**src/rtl/xctcmsg_bus_arbiter_pkg.sv**
```systemverilog
// rtl/xctcmsg_bus_arbiter_pkg.sv - shared types for the xctcmsg message-bus arbiter
package xctcmsg_bus_arbiter_pkg;

    localparam int unsigned ADDR_W = 32;
    localparam int unsigned TAG_W  = 32;
    localparam int unsigned MSG_W  = 64;

    typedef enum logic [1:0] {
        IDLE    = 2'd0,
        DELIVER = 2'd1,
        DROP    = 2'd2
    } bus_arbiter_state_t;

    typedef struct packed {
        logic [ADDR_W-1:0] dst;
        logic [TAG_W-1:0]  tag;
        logic [MSG_W-1:0]  msg;
    } bus_request_t;

endpackage

```
**src/rtl/xctcmsg_bus_arbiter_rr_priority_picker.sv**
```systemverilog
// rtl/xctcmsg_bus_arbiter_rr_priority_picker.sv - combinational round-robin request picker
module xctcmsg_bus_arbiter_rr_priority_picker #(
    parameter  int unsigned N     = 4,
    localparam int unsigned PTR_W = (N > 1) ? $clog2(N) : 1
) (
    input  logic [N-1:0]     i_req,
    input  logic [PTR_W-1:0] i_ptr,
    output logic             o_any,
    output logic [PTR_W-1:0] o_grant
);

    logic [PTR_W-1:0] w_idx;

    // Scan starting at the pointer and wrapping; the first requester found wins.
    always_comb begin
        o_any   = 1'b0;
        o_grant = '0;
        w_idx   = '0;
        for (int unsigned k = 0; k < N; k++) begin
            w_idx = PTR_W'((32'(i_ptr) + k) % N);
            if (!o_any && i_req[w_idx]) begin
                o_any   = 1'b1;
                o_grant = w_idx;
            end
        end
    end

endmodule

```
**src/rtl/xctcmsg_bus_arbiter.sv**
```systemverilog
// rtl/xctcmsg_bus_arbiter.sv - round-robin scheduler delivering xctcmsg messages between harts
import xctcmsg_bus_arbiter_pkg::*;

module xctcmsg_bus_arbiter #(
    parameter  int unsigned N_HARTS    = 4,
    parameter  int unsigned DROP_CNT_W = 16,
    localparam int unsigned PTR_W      = (N_HARTS > 1) ? $clog2(N_HARTS) : 1
) (
    input  logic                      i_clk,
    input  logic                      i_rst,
    input  logic [N_HARTS-1:0]        i_snd_val,
    output logic [N_HARTS-1:0]        o_snd_ack,
    input  logic [N_HARTS*ADDR_W-1:0] i_snd_dst,
    input  logic [N_HARTS*TAG_W-1:0]  i_snd_tag,
    input  logic [N_HARTS*MSG_W-1:0]  i_snd_msg,
    input  logic [N_HARTS-1:0]        i_rcv_rdy,
    output logic [N_HARTS-1:0]        o_rcv_val,
    output logic [ADDR_W-1:0]         o_rcv_src,
    output logic [TAG_W-1:0]          o_rcv_tag,
    output logic [MSG_W-1:0]          o_rcv_msg,
    output logic [DROP_CNT_W-1:0]     o_drop_cnt,
    output logic                      o_busy
);

    bus_arbiter_state_t    r_state;
    bus_arbiter_state_t    w_next;
    logic [PTR_W-1:0]      r_rr_ptr;
    logic [PTR_W-1:0]      r_grant;
    logic [PTR_W-1:0]      r_dst;
    logic [TAG_W-1:0]      r_tag;
    logic [MSG_W-1:0]      r_msg;
    logic [DROP_CNT_W-1:0] r_drop_cnt;
    logic [PTR_W-1:0]      w_grant;
    logic [PTR_W-1:0]      w_ptr_nxt;
    logic                  w_any;
    logic                  w_dst_ok;
    logic                  w_rdy;
    bus_request_t          w_sel;

    xctcmsg_bus_arbiter_rr_priority_picker #(.N(N_HARTS)) u_picker (
        .i_req   (i_snd_val),
        .i_ptr   (r_rr_ptr),
        .o_any   (w_any),
        .o_grant (w_grant)
    );

    always_comb begin
        w_sel = '0;
        for (int i = 0; i < int'(N_HARTS); i++) begin
            if (w_grant == PTR_W'(i)) begin
                w_sel.dst = i_snd_dst[i*ADDR_W +: ADDR_W];
                w_sel.tag = i_snd_tag[i*TAG_W +: TAG_W];
                w_sel.msg = i_snd_msg[i*MSG_W +: MSG_W];
            end
        end
    end

    // Full-width compare so huge destination ids never alias onto a real hart.
    assign w_dst_ok  = (w_sel.dst < ADDR_W'(N_HARTS));
    assign w_rdy     = i_rcv_rdy[r_dst];
    assign w_ptr_nxt = (r_grant == PTR_W'(N_HARTS - 1)) ? '0 : r_grant + PTR_W'(1);

    always_ff @(posedge i_clk) begin
        if (i_rst) begin
            r_state <= IDLE;
        end else begin
            r_state <= w_next;
        end
    end

    always_comb begin
        w_next = r_state;
        case (r_state)
            IDLE:    if (w_any) w_next = w_dst_ok ? DELIVER : DROP;
            DELIVER: if (w_rdy) w_next = IDLE;
            DROP:    w_next = IDLE;
            default: w_next = IDLE;
        endcase
    end

    always_ff @(posedge i_clk) begin
        if (i_rst) begin
            r_rr_ptr   <= '0;
            r_grant    <= '0;
            r_dst      <= '0;
            r_tag      <= '0;
            r_msg      <= '0;
            r_drop_cnt <= '0;
        end else begin
            case (r_state)
                IDLE: begin
                    if (w_any) begin
                        r_grant <= w_grant;
                        r_dst   <= w_sel.dst[PTR_W-1:0];
                        r_tag   <= w_sel.tag;
                        r_msg   <= w_sel.msg;
                    end
                end
                DELIVER: begin
                    if (w_rdy) r_rr_ptr <= w_ptr_nxt;
                end
                DROP: begin
                    r_rr_ptr <= w_ptr_nxt;
                    if (r_drop_cnt != '1) r_drop_cnt <= r_drop_cnt + DROP_CNT_W'(1);
                end
                default: ;
            endcase
        end
    end

    always_comb begin
        o_snd_ack = '0;
        o_rcv_val = '0;
        o_rcv_src = '0;
        o_rcv_tag = '0;
        o_rcv_msg = '0;
        case (r_state)
            DELIVER: begin
                o_rcv_val[r_dst] = 1'b1;
                o_rcv_src        = ADDR_W'(r_grant);
                o_rcv_tag        = r_tag;
                o_rcv_msg        = r_msg;
                if (w_rdy) o_snd_ack[r_grant] = 1'b1;
            end
            DROP:    o_snd_ack[r_grant] = 1'b1;
            default: ;
        endcase
    end

    assign o_drop_cnt = r_drop_cnt;
    assign o_busy     = (r_state != IDLE);

endmodule

```
**config.mk**
```make
export PLATFORM = sky130hd
export DESIGN_NAME = xctcmsg_bus_arbiter
export DESIGN_NICKNAME = d
export VERILOG_FILES = /design/src/rtl/xctcmsg_bus_arbiter_pkg.sv /design/src/rtl/xctcmsg_bus_arbiter_rr_priority_picker.sv /design/src/rtl/xctcmsg_bus_arbiter.sv
export SDC_FILE = /design/constraint.sdc
export NUM_CORES = 1
export LEC_CHECK = 0
export BUFFER_PORTS_ARGS = -buffer_cell sky130_fd_sc_hd__buf_2
export CAP_MARGIN = 20
export CORE_AREA = 2 2 262 264
export CTS_CLUSTER_DIAMETER = 60
export DETAILED_ROUTE_END_ITERATION = 8
export DIE_AREA = 0 0 264 266
export MAX_ROUTING_LAYER = met4
export SLEW_MARGIN = 0
export SYNTH_ARGS = -nofsm -noshare
export SYNTH_HDL_FRONTEND = slang
export SYNTH_HIERARCHICAL = 1
export SYNTH_SLANG_ARGS = --single-unit
```
**constraint.sdc**
```tcl
create_clock -name i_clk -period 2.8 [get_ports i_clk]
set_clock_uncertainty 0.2 [all_clocks]
set_input_delay 0.28 -clock i_clk [delete_from_list [all_inputs] [get_ports i_clk]]
set_output_delay 0.28 -clock i_clk [all_outputs]
set_load 0.01 [all_outputs]
```
==> summary.txt <==
Drt
  • Router iterations before antenna repair: 5
  • DR WL met3: 3600 um
  • Vias/cell: 3.91
  • Detail Route Antenna Nets: 0
  • Met2 Routed Length: 19400 um
  • Total wire length: 42200 um
  • Top Layer Used: met4
  • Initial detailed-routing violation count: 620
  • Vias: 9572
  • Avg WL per Cell: 17.2 um
  • Post-route DRC violation count: 0
  • Met1 Routed Length: 17800 um

Timing
  • Unrepaired setup endpoints after global routing: no
  • Final setup fails: 0
  • Final Hold Viols: 0
  • Count of pins over their slew limit: 0
  • Slew margin rel.: 0.664
  • Slew @ Worst Pin: 0.505 ns
  • Max Fclk: 378 MHz
  • Post-route minimum period: 2.65 ns
  • Setup WS post-layout: 0.152 ns
  • Final period util: 0.946
  • Fin Setup TNS: 0 ns

Floorplan
  • Row cnt: 96
  • Die width: 264 um
  • Area of the core: 67700 sq um
  • Die area: 70200 sq um
  • Io pins: 675
  • Initial Util: 0.121
  • Die Span Y: 266 um

Synth
  • Ys flop type: dfxtp_1
  • Distinct cells, synth: 44
  • Post-synthesis sequential area ratio: 0.294
  • Cell taking the most area after synthesis: dfxtp_1
  • Synth area leaders: dfxtp_1, mux4_2, nand2_1
  • #FFs+latches synth: 120
  • Synth Instances: 897
  • Ys async rst share: 0
  • EDFF count, synth: 0
  • Yosys warns: 6
  • Top cell type's share of synthesized area: 0.294
  • Mapped Area: 8180 sq um
  • Mean Syn Cell Area: 9.12 sq um

Place
  • Final GP Congestion: 0.932
  • Worst slack at placement: 0.0757 ns
  • Placement Cell Area: 12600 sq um
  • Port bufs: 644
  • Post-DP HPWL: 34100 um
  • Placed cell count: 2402

Layout
  • Final instance area: 13300 sq um
  • Fill cells: 7603
  • Layout area overhead: 62.5%
  • # nets final: 2073
  • Non-Filler Instances: 2447
  • Fraction of layout cells with a size suffix above 1: 0.540

Power
  • Peak supply drop: 0.000361 V
  • Pwr/cell area: 601 nW/um^2
  • Overall Power: 7.98 mW
  • Leak pwr: 6.16 nW

Run status
  • Status: finished clean

Setup path
  • CP Capture Type: output pin
  • CP Class: flip-flop to output pin
  • CP required: 2.32 ns
  • CP Max Fanout: 4
  • CP max stage delay: 0.59 ns
  • Arr. time, crit path: 2.17 ns
  • Worst-path cell with the longest stage delay: mux4_2
  • CP Launch Type: flip-flop
  • Register-to-Register Setup Slack: 0.16 ns
  • CP cell instances: mux4_2 -> and2_4 -> o21a_1 -> and2_1 -> buf_2
  • CP top delay family: multiplexers
  • Buf/Inv on CP: 1

GRT
  • Vias in the first global route: 9263
  • First-pass GRT wire length: 58500 um
  • Antenna violations before repair: 11
  • GRT Util Overall: 0.118
  • Total grt overflow: 0
  • Largest net degree at the start of global routing: 99

Job
  • # Max-Cap Violations: 0

Clock network
  • Max Buffers Root-to-Sink: 2
  • Count of cells resized by post-cts repair: 0
  • Clock transition at path regs: 0.07 ns
  • H-tree levels: 4
  • TritonCTS Buffers: 17
  • CTS tree: built
  • Root buf cell: clkbuf_16
  • Clk Latency, worst-skew pair: 0.46 ns
  • CTS sink count: 120

Worst hold path
  • Hold Path Class: primary input to flip-flop
## per-stage QoR
stage          hold WS (ns)  utilization
3_5_place_dp          0.243        0.186
6_report             0.0924        0.196
3_3_place_gp          0.238        0.186
5_1_grt              0.0643        0.196
2_1_floorplan         0.232            -
4_1_cts              0.0266        0.195
## sequential cells by signal, summed over array words and instances, names as in the netlist
| register | flops |
|---|---|
| o_drop_cnt | 16 |
| r_dst | 2 |
| r_grant | 2 |
| r_msg | 64 |
| r_rr_ptr | 2 |
| r_state | 2 |
| r_tag | 32 |
## routing by layer
| metal | global-route usage | vias to the layer above |
|---|---|---|
| met4 | 0.0534 | 0 |
| met1 | 0.142 | 4547 |
| met2 | 0.180 | 521 |
| met3 | 0.0390 | 55 |
| li1 | - | 4449 |
| met5 | - | - |
## layout make-up
type | instances | area [sq um] | share of cell area
multi-input cells | 692 | 5340 | 0.402
diodes | 9 | 22.5 | 0.00169
repair buffers | 699 | 3780 | 0.285
flip-flops and latches | 120 | 2400 | 0.181
well taps | 882 | 1100 | 0.0831
clock buffers | 21 | 460 | 0.0347
inverters | 13 | 48.8 | 0.00367
clock inverters | 11 | 123 | 0.00923
## worst reg2reg max path, delay by kind of cell (launching register included)
kind,cells,cell delay [ns]
buffers and inverters,3,0.56
flip-flops,1,0.40
AO/OA/AOI/OAI,4,1.08
AND/OR/NAND/NOR,2,0.28
## power breakdown
group | internal [mW] | leakage [nW] | total, mW | switching [mW]
sequential | 2.11 | 0.988 | 2.32 | 0.213
combinational | 1.62 | 4.90 | 3.39 | 1.77
clock | 1.35 | 0.276 | 2.27 | 0.917
total | 5.08 | 6.16 | 7.98 | 2.90
## cell usage after synthesis (all sizes together), types with 2 or more instances
library cell,number
dfxtp,120
clkbuf,48
o221ai,2
nor4,25
and2,107
mux4,99
o21ai,6
buf,53
o211ai,3
mux2i,2
a21oi,110
xor2,13
o2111ai,6
nor2,27
and3,7
ha,8
nand2b,2
nand3,8
inv,13
nor3,4
or3,3
nand2,209
and4,3
nand4,7
## layout by cell type, fill, tap and decap left out, types with 3 or more instances in the layout
cell type,n
a21oi_1,107
and2_1,105
and3_1,7
and4_1,3
buf_12,10
buf_2,643
buf_4,44
clkbuf_16,18
clkinv_2,3
clkinvlp_4,4
conb_1,30
dfxtp_1,120
diode_2,9
ha_1,7
inv_1,12
mux4_2,99
nand2_1,208
nand3_1,8
nand4_1,7
nor2_1,26
nor3_1,4
nor4_1,25
o2111ai_1,6
o211ai_1,3
o21ai_0,5
or3_1,3
xor2_1,13
## worst paths after layout
path              cells past startpoint                      from                       to
setup reg to reg                      9  r_rr_ptr[0]$_SDFFE_PP0P_  r_state[1]$_SDFFE_PP0P_
hold / removal                        4            i_snd_msg[204]   r_msg[12]$_SDFFE_PP0P_
hold reg to reg                       2    r_msg[42]$_SDFFE_PP0P_   r_msg[42]$_SDFFE_PP0P_
setup / recovery                      5     r_dst[0]$_SDFFE_PP0P_             o_snd_ack[3]
## cells by family after synthesis
kind of cell,count (synthesis),synth area share
compound gates,135,0.0941
xor+xnor,13,0.0139
fa+ha+maj,8,0.0122
buf+inv,114,0.0715
flops,120,0.294
mux,101,0.275
other cells,1,0.000459
simple gates,405,0.239
## what timing repair did
| item | in CTS | in global routing |
|---|---|---|
| endpoints found under the hold margin | 4 | 0 |
| setup buffers | 0 | 2 |
| setup endpoints to repair | 0 | 1 |
| hold buffers | 1 | 0 |
Power figures use the tool's default switching activity.
